File: src/rtl/wave_lut_pkg.sv
// Shared definitions for the double-buffered waveform LUT: loader states and byte width.
package wave_lut_pkg;

  localparam int LD_BYTE_W = 8;

  typedef enum logic [1:0] {
    LD_IDLE = 2'd0,
    LD_HI   = 2'd1,
    LD_LO   = 2'd2
  } ld_state_t;

endpackage

File: src/rtl/lut_bank_mr.sv
// One waveform bank: a single synchronous write port and NCH registered read ports.
module lut_bank_mr #(
  parameter int WW = 12,
  parameter int DEPTH = 64,
  parameter int NCH = 2,
  localparam int AW = $clog2(DEPTH)
) (
  input  logic              clk,
  input  logic              we,
  input  logic [AW-1:0]     wa,
  input  logic [WW-1:0]     wd,
  input  logic [NCH-1:0]    re,
  input  logic [NCH*AW-1:0] raddr,
  output logic [NCH*WW-1:0] rdata
);

  logic [WW-1:0] mem [DEPTH];

  always_ff @(posedge clk) begin
    if (we) mem[wa] <= wd;
    for (int i = 0; i < NCH; i++) begin
      if (re[i]) rdata[i*WW +: WW] <= mem[raddr[i*AW +: AW]];
    end
  end

endmodule

File: src/rtl/wave_lut_db.sv
// Double-buffered multi-channel waveform LUT: byte-serial loader into the shadow bank,
// frame-safe bank swap, and a two-stage read pipeline with optional quarter-wave folding.
module wave_lut_db
  import wave_lut_pkg::*;
#(
  parameter int WW = 12,
  parameter int DEPTH = 64,
  parameter int NCH = 2,
  parameter int AW = $clog2(DEPTH),
  parameter int PW = AW + 2
) (
  input  logic                 clk,
  input  logic                 rst,
  input  logic                 ld_valid,
  input  logic [LD_BYTE_W-1:0] ld_data,
  input  logic                 ld_last,
  output logic                 ld_ready,
  input  logic                 swap_req,
  output logic                 swap_done,
  input  logic                 quarter,
  input  logic [NCH-1:0]       re,
  input  logic [NCH*PW-1:0]    ra,
  output logic [NCH*WW-1:0]    rd,
  output logic [NCH-1:0]       rd_valid
);

  ld_state_t            state;
  logic [AW-1:0]        ptr;
  logic [LD_BYTE_W-1:0] hi_byte;
  logic                 act;
  logic                 pend;
  logic                 swap_go;
  logic                 accept;
  logic                 wr_en;
  logic [1:0]           we_b;
  logic [WW-1:0]        wd;

  logic [NCH*AW-1:0]    idx_p0;
  logic [NCH-1:0]       inv_p0;
  logic [NCH-1:0]       vld_p1;
  logic [NCH-1:0]       inv_p1;
  logic [NCH-1:0]       sel_p1;
  logic [NCH*WW-1:0]    rdata_b0;
  logic [NCH*WW-1:0]    rdata_b1;
  logic [NCH-1:0]       vld_p2;

  function automatic logic [WW-1:0] mirror_word(input logic [WW-1:0] w, input logic flip);
    return flip ? ~w : w;
  endfunction

  // The exchange stalls the loader for its cycle, so it can only land between frames.
  assign swap_go  = pend && (state == LD_IDLE);
  assign ld_ready = !swap_go;
  assign accept   = ld_valid && ld_ready;
  assign wr_en    = accept && (state == LD_LO) && !rst;
  assign we_b[0]  = wr_en && act;
  assign we_b[1]  = wr_en && !act;
  assign wd       = WW'({hi_byte, ld_data});

  always_ff @(posedge clk) begin
    if (rst) begin
      state     <= LD_IDLE;
      pend      <= 1'b0;
      act       <= 1'b0;
      swap_done <= 1'b0;
    end else begin
      swap_done <= swap_go;
      if (swap_go) begin
        act  <= !act;
        pend <= 1'b0;
      end else if (swap_req) begin
        pend <= 1'b1;
      end
      if (accept) begin
        case (state)
          LD_IDLE: state <= ld_last ? LD_IDLE : LD_HI;
          LD_HI:   state <= ld_last ? LD_IDLE : LD_LO;
          LD_LO:   state <= ld_last ? LD_IDLE : LD_HI;
          default: state <= LD_IDLE;
        endcase
      end
    end
  end

  always_ff @(posedge clk) begin
    if (accept) begin
      case (state)
        LD_IDLE: ptr     <= ld_data[AW-1:0];
        LD_HI:   hi_byte <= ld_data;
        LD_LO:   ptr     <= ptr + 1'b1;
        default: ;
      endcase
    end
  end

  // Stage 0: fold the phase index; odd quadrants mirror the address, upper half inverts data.
  always_comb begin
    idx_p0 = '0;
    inv_p0 = '0;
    for (int i = 0; i < NCH; i++) begin
      idx_p0[i*AW +: AW] = (quarter && ra[i*PW+AW]) ? ~ra[i*PW +: AW] : ra[i*PW +: AW];
      inv_p0[i]          = quarter && ra[i*PW+AW+1];
    end
  end

  lut_bank_mr #(.WW(WW), .DEPTH(DEPTH), .NCH(NCH)) u_bank0 (
    .clk   (clk),
    .we    (we_b[0]),
    .wa    (ptr),
    .wd    (wd),
    .re    (re),
    .raddr (idx_p0),
    .rdata (rdata_b0)
  );

  lut_bank_mr #(.WW(WW), .DEPTH(DEPTH), .NCH(NCH)) u_bank1 (
    .clk   (clk),
    .we    (we_b[1]),
    .wa    (ptr),
    .wd    (wd),
    .re    (re),
    .raddr (idx_p0),
    .rdata (rdata_b1)
  );

  // Stage 1: remember which bank was active at launch so a swap never tears an in-flight read.
  always_ff @(posedge clk) begin
    for (int i = 0; i < NCH; i++) begin
      if (re[i]) begin
        inv_p1[i] <= inv_p0[i];
        sel_p1[i] <= act;
      end
    end
  end

  // Stage 2: select bank, apply inversion, hold rd when nothing completes.
  always_ff @(posedge clk) begin
    if (rst) begin
      vld_p1 <= '0;
      vld_p2 <= '0;
      rd     <= '0;
    end else begin
      vld_p1 <= re;
      vld_p2 <= vld_p1;
      for (int i = 0; i < NCH; i++) begin
        if (vld_p1[i]) begin
          rd[i*WW +: WW] <= mirror_word(sel_p1[i] ? rdata_b1[i*WW +: WW] : rdata_b0[i*WW +: WW],
                                        inv_p1[i]);
        end
      end
    end
  end

  assign rd_valid = vld_p2;

endmodule

File: config.mk
export PLATFORM = sky130hd
export DESIGN_NAME = wave_lut_db
export DESIGN_NICKNAME = d
export VERILOG_FILES = /design/src/rtl/wave_lut_pkg.sv /design/src/rtl/lut_bank_mr.sv /design/src/rtl/wave_lut_db.sv
export SDC_FILE = /design/constraint.sdc
export NUM_CORES = 2
export LEC_CHECK = 0
export BUFFER_PORTS_ARGS = -buffer_cell sky130_fd_sc_hd__buf_2
export CAP_MARGIN = 20
export CORE_ASPECT_RATIO = 1.2
export CORE_MARGIN = 3
export CORE_UTILIZATION = 40
export CTS_BUF_LIST = sky130_fd_sc_hd__clkbuf_16
export CTS_CLUSTER_DIAMETER = 50
export DETAILED_ROUTE_END_ITERATION = 8
export GPL_TIMING_DRIVEN = 0
export HOLD_SLACK_MARGIN = 0.08
export SLEW_MARGIN = 20
export SYNTH_ARGS = -nofsm -noshare
export SYNTH_HDL_FRONTEND = slang
export SYNTH_SLANG_ARGS = --single-unit
File: constraint.sdc
create_clock -name clk -period 6.14 [get_ports clk]
set_input_delay 1.228 -clock clk [delete_from_list [all_inputs] [get_ports clk]]
set_output_delay 1.228 -clock clk [all_outputs]
set_load 0.05 [all_outputs]
==> results by group <==
Die
  • Initial Util: 40.3%
  • Rows: 185
  • Die width: 428 µm
  • Die H: 512 µm
  • Die area: 219000 µm²
  • Core Footprint: 212000 µm²
  • I/O pin cnt: 60

GRT
  • Overflow after GRT: 0
  • Largest net degree at the start of global routing: 93
  • Gr usage total: 30.4%
  • Global-route wire length before repair: 467000 µm
  • Antenna violations before repair: 23
  • Vias in the first global route: 58282

Synth
  • Mean post-synth cell area: 16.3 µm²
  • Post-Synth Simple-Gate Area: 4.16%
  • Synth Area in Adders: 0.0146%
  • Main combinational cell family by area after synthesis: multiplexers
  • Synth unique cells: 57
  • Netlist Area Pre-Place: 85500 µm²
  • Sequential area share after synthesis: 56.9%
  • Mapped Nets: 5268
  • Mux cell area share after synthesis: 26.7%
  • YS warnings: 0
  • Compound-cell area share of the yosys netlist: 8.77%
  • Post-synthesis async set-or-reset flop share: 0%
  • Seq cells post-synth: 1631
  • Ys flop type: edfxtp_1
  • Cells after Synth: 5235
  • Number of synthesized flops with an enable pin: 1598
  • Post-Synth XOR/XNOR Area: 0.423%

Clocking
  • Max H-tree Level: 4
  • Clock tree buffer depth: 3
  • CTS Root Cell: clkbuf_16
  • Worst-Skew Late Latency: 0.87 ns
  • # hold bufs at CTS: 0
  • Clock sink count: 1631
  • CTS resizes: 0
  • Post-CTS setup buffer count: 0
  • CTS Buf Count: 176
  • Worst-path clk slew: 0.06 ns
  • CTS tree: yes

Cells and area
  • Most frequent cells in the layout: edfxtp_1 (1598), mux4_2 (890), o22ai_1 (654), buf_2 (261), nor3_1 (221)
  • Nets: 5612
  • Layout cell share with drive strength beyond 1: 33.3%
  • P&R area growth vs syn: 14.1%
  • Layout Cells excl Fill: 8546
  • Design Area, Final: 97500 µm²
  • Commonest non-fill, non-tap cell in the layout: edfxtp_1
  • Filler instances: 18295

STA
  • RSZ-0062 raised after global routing: false
  • Worst slew pin tran: 1.40 ns
  • Final setup vio count: 0
  • Slew HR: 6.86%
  • Fin crit period: 5.26 ns
  • FMAX: 190 MHz
  • Skew final: 0.0406 ns
  • Max Transition Viols Final: 0
  • Total negative slack: 0 ns
  • Crit share post-route: 85.7%
  • Final hold violation count: 0

Power
  • Power Total: 0.0276 W
  • Power Density: 283 nW/µm²
  • Max VDD drop: 0.250 mV
  • LEAKAGE: 30.3 nW

Critical path
  • CP arrival: 5.79 ns
  • Worst path max stage delay: 1.10 ns
  • CP Max Fanout: 10
  • Critical-path top delay cell: a222oi_1
  • Startpoint Class: primary input
  • Setup Crit Path Kind: primary input to flip-flop
  • Data required, critical path: 6.67 ns
  • CP cell instances: buf_2 -> buf_4 -> buf_4 -> buf_2 -> clkbuf_1 -> mux4_2 -> mux2i_1 -> o21ai_0 -> a222oi_1 -> o22ai_1
  • CP Capture Type: flip-flop

Worst hold path
  • Hold Path Class: flip-flop to flip-flop

Route
  • DR WL/cell: 39.8 µm
  • Number of vias per cell: 7.04
  • Post-Route WL: 340000 µm
  • Post-route ant nets: 0
  • DRC: 0
  • Pre-antenna DRT Iters: 8
  • Via count: 60160
  • First DRT Iteration DRCs: 9556

Place
  • Port bufs: 55
  • Gp weighted congestion: 1.10
  • Cells after DPL: 8194
  • DPL Wire Length: 245000 µm
  • Placement Cell Area: 91100 µm²

Outcome
  • Status: complete, no violations

Run
  • Max cap viols: 0
## area by class of cell
type                    instances  area [µm²]  area share, %
repair buffers                166        1890           1.93
plain buffers                 492        2550           2.62
well taps                    2805        3510           3.60
multi-input cells            3096       34600           35.5
inverters                      16        60.1         0.0616
diodes                         13        32.5         0.0334
flip-flops and latches       1631       48600           49.9
clock buffers                 176        4400           4.52
clock inverters               151        1820           1.87
## state kept, by name (all words and copies together), names as in the netlist, 4 cells and up
register,cells
u_bank0.mem,768
u_bank1.mem,768
rd,24
u_bank0.rdata,24
u_bank1.rdata,24
ptr,6
hi_byte,4
## cell usage after synthesis, types with 61 or more instances
library cell | n | area (µm²)
buf_2 | 206 | 1030
buf_4 | 82 | 616
clkbuf_1 | 159 | 597
edfxtp_1 | 1598 | 48000
mux2_2 | 89 | 1000
mux2i_1 | 161 | 1610
mux4_2 | 890 | 20000
nand2_1 | 136 | 510
nor2_1 | 224 | 841
nor2b_1 | 61 | 382
nor3_1 | 222 | 1110
o21ai_0 | 188 | 941
o22ai_1 | 664 | 4150
## path summary, 6_finish.rpt
check                           cells past startpoint  slack, ns                   from                            end
worst min-delay path                                2       0.50    rd[19]$_SDFFE_PP0P_            rd[19]$_SDFFE_PP0P_
worst max register to register                      4       1.87  state[0]$_SDFFE_PP0N_  u_bank0.mem[61][11]$_DFFE_PP_
worst max-delay path                               10       0.88                  ra[9]    u_bank0.rdata[18]$_DFFE_PP_
worst min register to register                      2       0.50    rd[19]$_SDFFE_PP0P_            rd[19]$_SDFFE_PP0P_
## routing by layer
metal | up-vias | part of all wire (%) | track usage (%)
li1 | 23323 | - | -
met1 | 31230 | 34 | 37.0
met2 | 4601 | 46 | 47.6
met3 | 990 | 11 | 7.70
met4 | 16 | 8.5 | 21.6
met5 | - | 0.034 | 0.350
## report_power, final
group          switching, W  internal (W)  total, W
sequential        0.0000464        0.0123    0.0123
combinational       0.00251       0.00128   0.00379
clock               0.00492       0.00664    0.0116
## logic make-up after synthesis
| group | after synthesis |
|---|---|
| DFF | 1631 |
| AOI/OAI and AO/OA | 1165 |
| muxes | 1147 |
| and+or+nand+nor | 746 |
| buffers and inverters | 508 |
| xor gates and xnor gates | 37 |
| adders and majority gates | 1 |
## per-stage QoR
stage                     utilization [%]  hold WS, ns  setup slack, ns
after floorplan                         -        0.464             2.64
after global placement               42.1        0.480          -0.0350
after detailed placement             43.0        0.482            0.378
after CTS                            45.9        0.498             1.31
after global routing                 46.0        0.515             1.10
final                                46.0        0.498            0.876
## critical path: cells and delay by family
kind	cells	cell delay, ns
muxes	2	0.93
AOI/OAI and AO/OA	3	1.62
buffers and inverters	5	1.97
Note: power is estimated with default switching activity, not from simulation.
